## src/rtl/uart_pkg.sv

```systemverilog
// Shared UART definitions: controller states and frame geometry.
package uart_pkg;

    typedef enum logic [1:0] {
        IDLE = 2'd0,
        LOAD = 2'd1,
        SEND = 2'd2
    } tx_state_e;

    localparam int unsigned UART_FRAME_BITS = 10;
    localparam int unsigned UART_DATA_BITS  = 8;
    localparam int unsigned UART_DIV_115200 = 434;
    localparam int unsigned UART_BITCNT_W   = 4;

endpackage

```

## src/rtl/uart_tx_ctrl_if.sv

```systemverilog
// Control handshake between the TX controller (master) and the buffer/shift datapath (slave).
interface uart_tx_ctrl_if;

    logic TBR_Valid;
    logic Load;
    logic Clear_Valid;
    logic Shift;
    logic Set;
    logic Busy;
    logic Ready;
    logic Done;

    modport master (
        input  TBR_Valid,
        output Load, Clear_Valid, Shift, Set, Busy, Ready, Done
    );

    modport slave (
        output TBR_Valid,
        input  Load, Clear_Valid, Shift, Set, Busy, Ready, Done
    );

endinterface

```

## src/rtl/uart_baud_tick.sv

```systemverilog
// Free-running 0..DIV-1 bit-period counter with synchronous clear; tick marks the last cycle.
module uart_baud_tick
    import uart_pkg::*;
#(
    parameter int unsigned DIV = UART_DIV_115200
) (
    input  logic clk,
    input  logic reset,
    input  logic clr,
    output logic tick
);

    localparam int unsigned CNT_W = (DIV > 1) ? $clog2(DIV) : 1;
    localparam logic [CNT_W-1:0] TERM = CNT_W'(DIV - 1);

    logic [CNT_W-1:0] cnt_q;
    logic [CNT_W-1:0] cnt_d;

    always_comb begin
        tick  = !clr && (cnt_q == TERM);
        cnt_d = cnt_q + CNT_W'(1);
        if (clr || tick) begin
            cnt_d = '0;
        end
    end

    always_ff @(posedge clk or posedge reset) begin
        if (reset) begin
            cnt_q <= '0;
        end else begin
            cnt_q <= cnt_d;
        end
    end

endmodule

```

## src/rtl/uart_tx_ctrl.sv

```systemverilog
// UART transmit control FSM: sequences Load/Shift/Set into the shift datapath, one 8N1 frame per buffered byte.
module uart_tx_ctrl
    import uart_pkg::*;
#(
    parameter int unsigned DIV = UART_DIV_115200
) (
    input  logic                  clk,
    input  logic                  reset,
    uart_tx_ctrl_if.master        tx_if
);

    localparam logic [UART_BITCNT_W-1:0] LAST_BIT = UART_BITCNT_W'(UART_FRAME_BITS - 1);

    tx_state_e                state_q;
    tx_state_e                state_d;
    logic [UART_BITCNT_W-1:0] bit_q;
    logic [UART_BITCNT_W-1:0] bit_d;
    logic                     tick;
    logic                     baud_clr;
    logic                     shift;
    logic                     done;

    // Baud counter only runs in SEND so each frame starts on a fresh bit period.
    assign baud_clr = (state_q != SEND);

    uart_baud_tick #(
        .DIV (DIV)
    ) u_baud_tick (
        .clk   (clk),
        .reset (reset),
        .clr   (baud_clr),
        .tick  (tick)
    );

    always_comb begin
        state_d = state_q;
        bit_d   = bit_q;
        shift   = 1'b0;
        done    = 1'b0;
        case (state_q)
            IDLE: begin
                if (tx_if.TBR_Valid) begin
                    state_d = LOAD;
                end
            end
            LOAD: begin
                state_d = SEND;
                bit_d   = '0;
            end
            SEND: begin
                if (tick) begin
                    if (bit_q == LAST_BIT) begin
                        // Stop bit complete; chain straight into the next byte if one is waiting.
                        done    = 1'b1;
                        bit_d   = '0;
                        state_d = tx_if.TBR_Valid ? LOAD : IDLE;
                    end else begin
                        shift = 1'b1;
                        bit_d = bit_q + UART_BITCNT_W'(1);
                    end
                end
            end
            default: begin
                state_d = IDLE;
                bit_d   = '0;
            end
        endcase
    end

    always_ff @(posedge clk or posedge reset) begin
        if (reset) begin
            state_q <= IDLE;
            bit_q   <= '0;
        end else begin
            state_q <= state_d;
            bit_q   <= bit_d;
        end
    end

    assign tx_if.Load        = (state_q == LOAD);
    assign tx_if.Clear_Valid = (state_q == LOAD);
    assign tx_if.Shift       = shift;
    assign tx_if.Done        = done;
    assign tx_if.Set         = (state_q != SEND);
    assign tx_if.Busy        = (state_q != IDLE);
    assign tx_if.Ready       = (state_q != LOAD);

endmodule

```

## src/flat_wrapper.sv

```systemverilog
// flat-port wrapper written by rule: the top's interface ports become plain ports
module uart_tx_ctrl_flat import uart_pkg::*;
#(
    parameter int unsigned DIV = UART_DIV_115200
)
  (clk, reset, tx_if_TBR_Valid, tx_if_Load, tx_if_Clear_Valid, tx_if_Shift, tx_if_Set, tx_if_Busy, tx_if_Ready, tx_if_Done);
  uart_tx_ctrl_if tx_if_i ();
  input  logic clk;
  input  logic reset;
  input wire logic [$bits(tx_if_i.TBR_Valid)-1:0] tx_if_TBR_Valid;
  output wire logic [$bits(tx_if_i.Load)-1:0] tx_if_Load;
  output wire logic [$bits(tx_if_i.Clear_Valid)-1:0] tx_if_Clear_Valid;
  output wire logic [$bits(tx_if_i.Shift)-1:0] tx_if_Shift;
  output wire logic [$bits(tx_if_i.Set)-1:0] tx_if_Set;
  output wire logic [$bits(tx_if_i.Busy)-1:0] tx_if_Busy;
  output wire logic [$bits(tx_if_i.Ready)-1:0] tx_if_Ready;
  output wire logic [$bits(tx_if_i.Done)-1:0] tx_if_Done;
  assign tx_if_i.TBR_Valid = tx_if_TBR_Valid;
  assign tx_if_Load = tx_if_i.Load;
  assign tx_if_Clear_Valid = tx_if_i.Clear_Valid;
  assign tx_if_Shift = tx_if_i.Shift;
  assign tx_if_Set = tx_if_i.Set;
  assign tx_if_Busy = tx_if_i.Busy;
  assign tx_if_Ready = tx_if_i.Ready;
  assign tx_if_Done = tx_if_i.Done;
  uart_tx_ctrl #(.DIV(DIV)) u_core (.clk(clk), .reset(reset), .tx_if(tx_if_i));
endmodule
```

## config.mk

```make
export PLATFORM = sky130hd
export DESIGN_NAME = uart_tx_ctrl_flat
export DESIGN_NICKNAME = d
export VERILOG_FILES = /design/src/rtl/uart_pkg.sv /design/src/rtl/uart_tx_ctrl_if.sv /design/src/rtl/uart_baud_tick.sv /design/src/rtl/uart_tx_ctrl.sv /design/src/flat_wrapper.sv
export SDC_FILE = /design/constraint.sdc
export NUM_CORES = 1
export LEC_CHECK = 0
export ABC_AREA = 1
export CORE_MARGIN = 8
export CORE_UTILIZATION = 30
export CTS_CLUSTER_DIAMETER = 80
export DETAILED_ROUTE_END_ITERATION = 7
export HOLD_SLACK_MARGIN = 0.02
export SYNTH_ARGS = -nofsm -noshare
export SYNTH_HDL_FRONTEND = slang
export SYNTH_SLANG_ARGS = --single-unit
```

## constraint.sdc

```tcl
create_clock -name clk -period 2.6 [get_ports clk]
set_input_delay 0.65 -clock clk [delete_from_list [all_inputs] [get_ports clk]]
set_output_delay 0.65 -clock clk [all_outputs]
set_load 0.01 [all_outputs]
```

After elaboration in Yosys (flattened, before gate mapping)
Cells that the tools add are included.

storage, ports and cells
  register bits after elaboration = 15
  latch bits = 0
  bits in writable memories = 0
  bits in read-only memories = 0
  bits of input ports = 3
  output and inout bits = 7
  logic and storage cells = 37
  memories = 0

cells by class
  $add $sub $neg = 2
  multiply operators = 0
  div/mod/pow operators = 0
  $lt $le $gt $ge = 0
  equal/unequal tests = 9
  shift-type cells = 0
  multiplexer cells = 15
  bitwise logic cells = 1
  reduce and logical (&&, ||, !) cells = 7

operator list
  operator                                                count
  adder 9 x 1 -> 9 bit (second input constant)            1
  == test 9 bit (second input constant)                   1
  two-way mux 9 bit                                       1
  two-way mux 4 bit                                       2
  one-hot mux 4 bit (2 select lines)                      1
  two-way mux 1 bit                                       7
  two-way mux 2 bit                                       3
  inequality test 2 x 1 -> 1 bit (second input constant)  3
  one-hot mux 2 bit (3 select lines)                      1
  adder 4 x 1 -> 4 bit (second input constant)            1
  == test 4 bit (second input constant)                   1
  inequality test 2 bit (second input constant)           2
  AND reduction 3 bit                                     1
  == test 2 x 1 -> 1 bit (second input constant)          1
  == test 2 bit (second input constant)                   1
  zero test 2 bit                                         1
  AND reduction 2 bit                                     1
  nonzero test 2 bit                                      1
  logical AND 1 bit                                       1
  zero test 1 bit                                         1
  logical OR 1 bit                                        1
  NOT 1 bit                                               1

Longest topological paths before layout
  depth after elaboration = 5
  mapped depth = 9
  gate-level depth less buffers = 9

Cells and area by module
Synthesis repeated with hierarchy kept, for this count alone.

second synthesis, totals
  cells, all modules = 122
  area, all modules = 895.9 um^2

modules (own cells, without submodules)
  module          times used  cells each  area an instance (um^2)  sequential area each (um^2)
  uart_baud_tick  1           69          511.7                    225.2
  uart_tx_ctrl    1           53          384.1                    150.1

Worst setup path before layout
No wires, ideal clock.

  path type = flip-flop to output port
  from = register u_core.u_baud_tick.cnt_q[1]
  to = output port tx_if_Done
  arrival = 1.052 ns
  required time = 1.950 ns
  path slack = 0.898 ns
  cell stages (with the launch flop) = 7
  buffers on the path = 0
  path through = dfrtp_1 inv_1 ha_1 nand2_1 nor2_2 nand2_2 nor3_1

on the way
  word-level cells in the longest chain between the ends = 4

ends and longest elaborated chain
  what                    line                  RTL
  from (decl)             uart_baud_tick.sv:16  logic [CNT_W-1:0] cnt_q;
  from (signal assigned)  uart_baud_tick.sv:31  cnt_q <= cnt_d;
  == test 9 bit           uart_baud_tick.sv:20  tick = !clr && (cnt_q == TERM);
  logical AND 1 bit       uart_baud_tick.sv:20
  two-way mux 1 bit       uart_tx_ctrl.sv:51    if (tick) begin
  two-way mux 1 bit       uart_tx_ctrl.sv:40    case (state_q)
  to (decl)               flat_wrapper.sv:17    output wire logic [$bits(tx_if_i.Done)-1:0] tx_if_Done;

No other way between the ends.

Worst setup path in the final report
  from = register u_core.state_q[0]
  to = output port tx_if_Load

on the way
  word-level cells in the longest chain between the ends = 1

ends and longest elaborated chain
  what                    line                RTL
  from (decl)             uart_tx_ctrl.sv:14  tx_state_e state_q;
  from (signal assigned)  uart_tx_ctrl.sv:75  state_q <= state_d;
  == test 2 x 1 -> 1 bit  uart_tx_ctrl.sv:80  assign tx_if.Load = (state_q == LOAD);
  to (decl)               flat_wrapper.sv:11  output wire logic [$bits(tx_if_i.Load)-1:0] tx_if_Load;

No other way between the ends.

==> metrics.txt <==
# TYPE chip_impl_metric gauge
chip_impl_info{name="status",value="finished, final reports clean"} 1
chip_impl_metric{name="initial_core_util",unit="%"} 31.6
chip_impl_metric{name="synth.yosys.warnings",unit=""} 0
chip_impl_metric{name="post_synth_mux_area_share",unit="%"} 0
chip_impl_metric{name="cts.clk_slew.worst_paths",unit="ps"} 80
chip_impl_metric{name="count_of_input_and_output_buffers",unit=""} 9
chip_impl_metric{name="synth-seq-cells",unit=""} 15
chip_impl_info{name="cts_tree",value="yes"} 1
chip_impl_metric{name="worst-r2r-setup-slack",unit="ps"} 1230
chip_impl_metric{name="gp_congestion",unit=""} 0.809
chip_impl_metric{name="postSynth.asyncResetShare",unit="%"} 100
chip_impl_metric{name="synth_compound_area_share",unit="%"} 3.99
chip_impl_metric{name="number_of_global_route_vias_before_repair",unit=""} 720
chip_impl_info{name="worstSetupPathType",value="reg2out"} 1
chip_impl_metric{name="worst-r2r-cell-count",unit=""} 9
chip_impl_info{name="endpoint_kind",value="primary output"} 1
chip_impl_metric{name="drive_above_1_share",unit="%"} 7.81
chip_impl_info{name="most_common_cell_after_layout_fill_and_taps_aside",value="nand2_1"} 1
chip_impl_info{name="hold_path_end",value="u_core.u_baud_tick.cnt_q[0]$_DFF_PP0_"} 1
chip_impl_metric{name="dp_slack",unit="ps"} 371
chip_impl_info{name="rsz0062_at_grt",value="false"} 1
chip_impl_metric{name="synth_simple_gate_area_share",unit="%"} 33.6
chip_impl_metric{name="detailed_route_wire_length",unit="mm"} 1.60
chip_impl_metric{name="netlist-cell-type-count",unit=""} 21
chip_impl_info{name="worst_setup_path_start_kind",value="flop"} 1
chip_impl_info{name="synth.largest_area_cell",value="dfrtp_1"} 1
chip_impl_metric{name="postRouteAntennaNets",unit=""} 0
chip_impl_metric{name="place.detailed.hpwl",unit="mm"} 1.22
chip_impl_metric{name="layout_worst_path_cycle_share",unit="%"} 82.5
chip_impl_metric{name="core_area",unit="µm²"} 2780
chip_impl_metric{name="layout.nets",unit=""} 136
chip_impl_metric{name="worst_pin_slew",unit="ps"} 587
chip_impl_metric{name="yosys.area_share.xor_xnor",unit="%"} 1.99
chip_impl_metric{name="io_pins",unit=""} 10
chip_impl_info{name="ctsRootBufferMaster",value="clkbuf_4"} 1
chip_impl_metric{name="floorplan.rows",unit=""} 19
chip_impl_metric{name="hold_depth",unit=""} 1
chip_impl_info{name="synth_top_flop_cell",value="dfrtp_1"} 1
chip_impl_metric{name="timing.final.crit_period",unit="ps"} 2150
chip_impl_metric{name="timing_hold_violations_final",unit=""} 0
chip_impl_info{name="min_from",value="u_core.u_baud_tick.cnt_q[0]$_DFF_PP0_"} 1
chip_impl_metric{name="viasPerCell",unit=""} 4.47
chip_impl_metric{name="clk-insertion-delay-late",unit="ps"} 280
chip_impl_metric{name="syn_area",unit="µm²"} 878
chip_impl_metric{name="fin_worst_skew",unit="ps"} 2.05
chip_impl_metric{name="cts_buffers",unit=""} 3
chip_impl_metric{name="synthesis.instances",unit=""} 117
chip_impl_metric{name="grt_util_all_layers",unit="%"} 7.25
chip_impl_metric{name="post-route-worst-setup-slack",unit="ps"} 454
chip_impl_metric{name="first_pass_iters",unit=""} 3
chip_impl_metric{name="timing.max_slew.rel_slack",unit="%"} 60.8
chip_impl_metric{name="wl_per_cell",unit="µm"} 10.0
chip_impl_metric{name="max_root_sink_buffers",unit=""} 2
chip_impl_metric{name="layout.area.seq",unit="µm²"} 375
chip_impl_metric{name="timing.critical_path.fanout_max",unit=""} 3
chip_impl_metric{name="synth_enable_flop_cells",unit=""} 0
chip_impl_info{name="synth_top_family_by_area",value="simple AND/OR/NAND/NOR gates"} 1
chip_impl_metric{name="drc",unit=""} 0
chip_impl_metric{name="die_x",unit="µm"} 70.1
chip_impl_metric{name="final_max_slew_viol_count",unit=""} 0
chip_impl_info{name="synthTopCellsByArea",value="dfrtp_1 (43%), nand2_1 (13%), inv_1 (9.4%)"} 1
chip_impl_metric{name="syn_nets",unit=""} 124
chip_impl_metric{name="drt_iter0_drc",unit=""} 18
chip_impl_metric{name="setup_tns",unit="ps"} 0
chip_impl_metric{name="via_count",unit=""} 710
chip_impl_metric{name="synth.top_cell.area_share",unit="%"} 42.7
chip_impl_metric{name="first_pass_grt_wire_length",unit="mm"} 2.96
chip_impl_info{name="worstReg2RegStart",value="u_core.u_baud_tick.cnt_q[1]$_DFF_PP0_"} 1
chip_impl_metric{name="layout.filler_cells",unit=""} 300
chip_impl_metric{name="numClockSinks",unit=""} 15
chip_impl_metric{name="deepest_level_of_the_cts_h_tree",unit=""} 1
chip_impl_metric{name="worst_ep_arrival_time",unit="ps"} 1500
chip_impl_metric{name="vdd_ir_drop_max",unit="mV"} 0.247
chip_impl_metric{name="worst-endpoint-required",unit="ps"} 1950
chip_impl_metric{name="timing.final.setup_violations",unit=""} 0
chip_impl_metric{name="grt_max_degree",unit=""} 16
chip_impl_metric{name="area_delta_synth_final",unit="%"} 15.7
chip_impl_metric{name="ys_seq_area_share",unit="%"} 42.7
chip_impl_metric{name="die_area",unit="µm²"} 4920
chip_impl_metric{name="power.density_cell_area",unit="nW/µm²"} 365
chip_impl_info{name="final_cell_mix",value="nand2_1 (30), inv_1 (22), nor2_1 (17)"} 1
chip_impl_metric{name="die_y",unit="µm"} 70.1
chip_impl_metric{name="synth.avg_cell_area",unit="µm²"} 7.51
chip_impl_metric{name="antennaDiodeCount",unit=""} 0
chip_impl_metric{name="antenna_found_initial",unit=""} 0
chip_impl_metric{name="achievable-frequency",unit="MHz"} 466
chip_impl_metric{name="multi_input_comb_area",unit="µm²"} 398
chip_impl_metric{name="timing.max_cap.violations",unit=""} 0
chip_impl_info{name="min-delay-path-class",value="reg2reg"} 1
chip_impl_metric{name="grt.overflow.total",unit=""} 0
chip_impl_info{name="worst_r2r_endpoint",value="u_core.bit_q[2]$_DFFE_PP0P_"} 1
chip_impl_metric{name="leakagePower",unit="nW"} 0.560
chip_impl_metric{name="synthAdderAreaFrac",unit="%"} 5.70
[per-layer routing]
metal	vias up	GRT usage (%)	wire length, µm
li1	376	-	-
met1	317	8.46	812
met2	12	11.3	670
met3	5	2.54	75
met4	0	4.02	38
met5	-	0	0
[metrics by stage]
step | hold slack, ps | utilization [%] | std cells | area, µm² | power, W
final | 511 | 36.5 | 159 | 1020 | 0.000371
after global placement | 479 | 35.4 | 155 | 985 | 0.000246
after detailed placement | 500 | 35.4 | 155 | 985 | 0.000247
after CTS | 512 | 36.3 | 159 | 1010 | 0.000380
after floorplan | 455 | - | 117 | 878 | 0.000242
after global routing | 542 | 36.5 | 159 | 1020 | 0.000390
[sequential cells by signal, indices dropped and copies added, names as in the netlist]
register and count:
u_core.u_baud_tick.cnt_q 9, u_core.bit_q 4, u_core.state_q 2
[report_power, final]
part	leakage, nW	internal [W]	switching, W	total, W
combinational	0.355	0.00000299	0.00000534	0.00000833
sequential	0.190	0.000233	0	0.000233
clock	0.0150	0.0000595	0.0000697	0.000129
[worst max-delay path: stages, from the launching register on]
cell             delay [ps]
dfrtp_1                 420
inv_1                    70
nor2_1                  160
clkdlybuf4s50_1         570
[cell type report]
| type | instances | area share [%] |
|---|---|---|
| repair buffers | 9 | 9.36 |
| multi-input cells | 78 | 39.2 |
| flip-flops and latches | 15 | 36.9 |
| well taps | 31 | 3.82 |
| clock buffers | 4 | 2.59 |
| inverters | 22 | 8.13 |
[cells by family after synthesis]
group                    Yosys count
AO/OA/AOI/OAI                      6
XOR/XNOR                           2
adder cells (fa/ha/maj)            4
buffers and inverters             24
flip-flops                        15
AND/OR/NAND/NOR                   66
[how the worst max path moves through the flow]
stage / start / endpoint / slack, ps / cells past startpoint
after global placement: u_core.bit_q[0]$_DFFE_PP0P_ / tx_if_Shift / 380 / 5
after detailed placement: u_core.bit_q[0]$_DFFE_PP0P_ / tx_if_Shift / 370 / 5
final: u_core.state_q[0]$_DFFE_PP0P_ / tx_if_Load / 450 / 3
after global routing: u_core.state_q[0]$_DFFE_PP0P_ / tx_if_Clear_Valid / 320 / 3
after floorplan: u_core.u_baud_tick.cnt_q[1]$_DFF_PP0_ / tx_if_Done / 900 / 6
after CTS: u_core.bit_q[0]$_DFFE_PP0P_ / tx_if_Shift / 50 / 5
[synth_stat cells, types with 2 or more instances]
cell,instances
nor3_1,4
nand2_2,2
ha_1,4
dfrtp_1,15
nand2_1,30
nor2_2,2
nand3_1,7
a21oi_1,2
nor2_1,17
inv_1,22
o21bai_1,2
[timing repair]
action / 4_1_cts / 5_1_grt
resized for setup: 0 / 2
buffers inserted: 0 / 0
hold buffers: 0 / 0
endpoints found under the setup margin: 0 / 2
(Power assumes the default switching activity.)
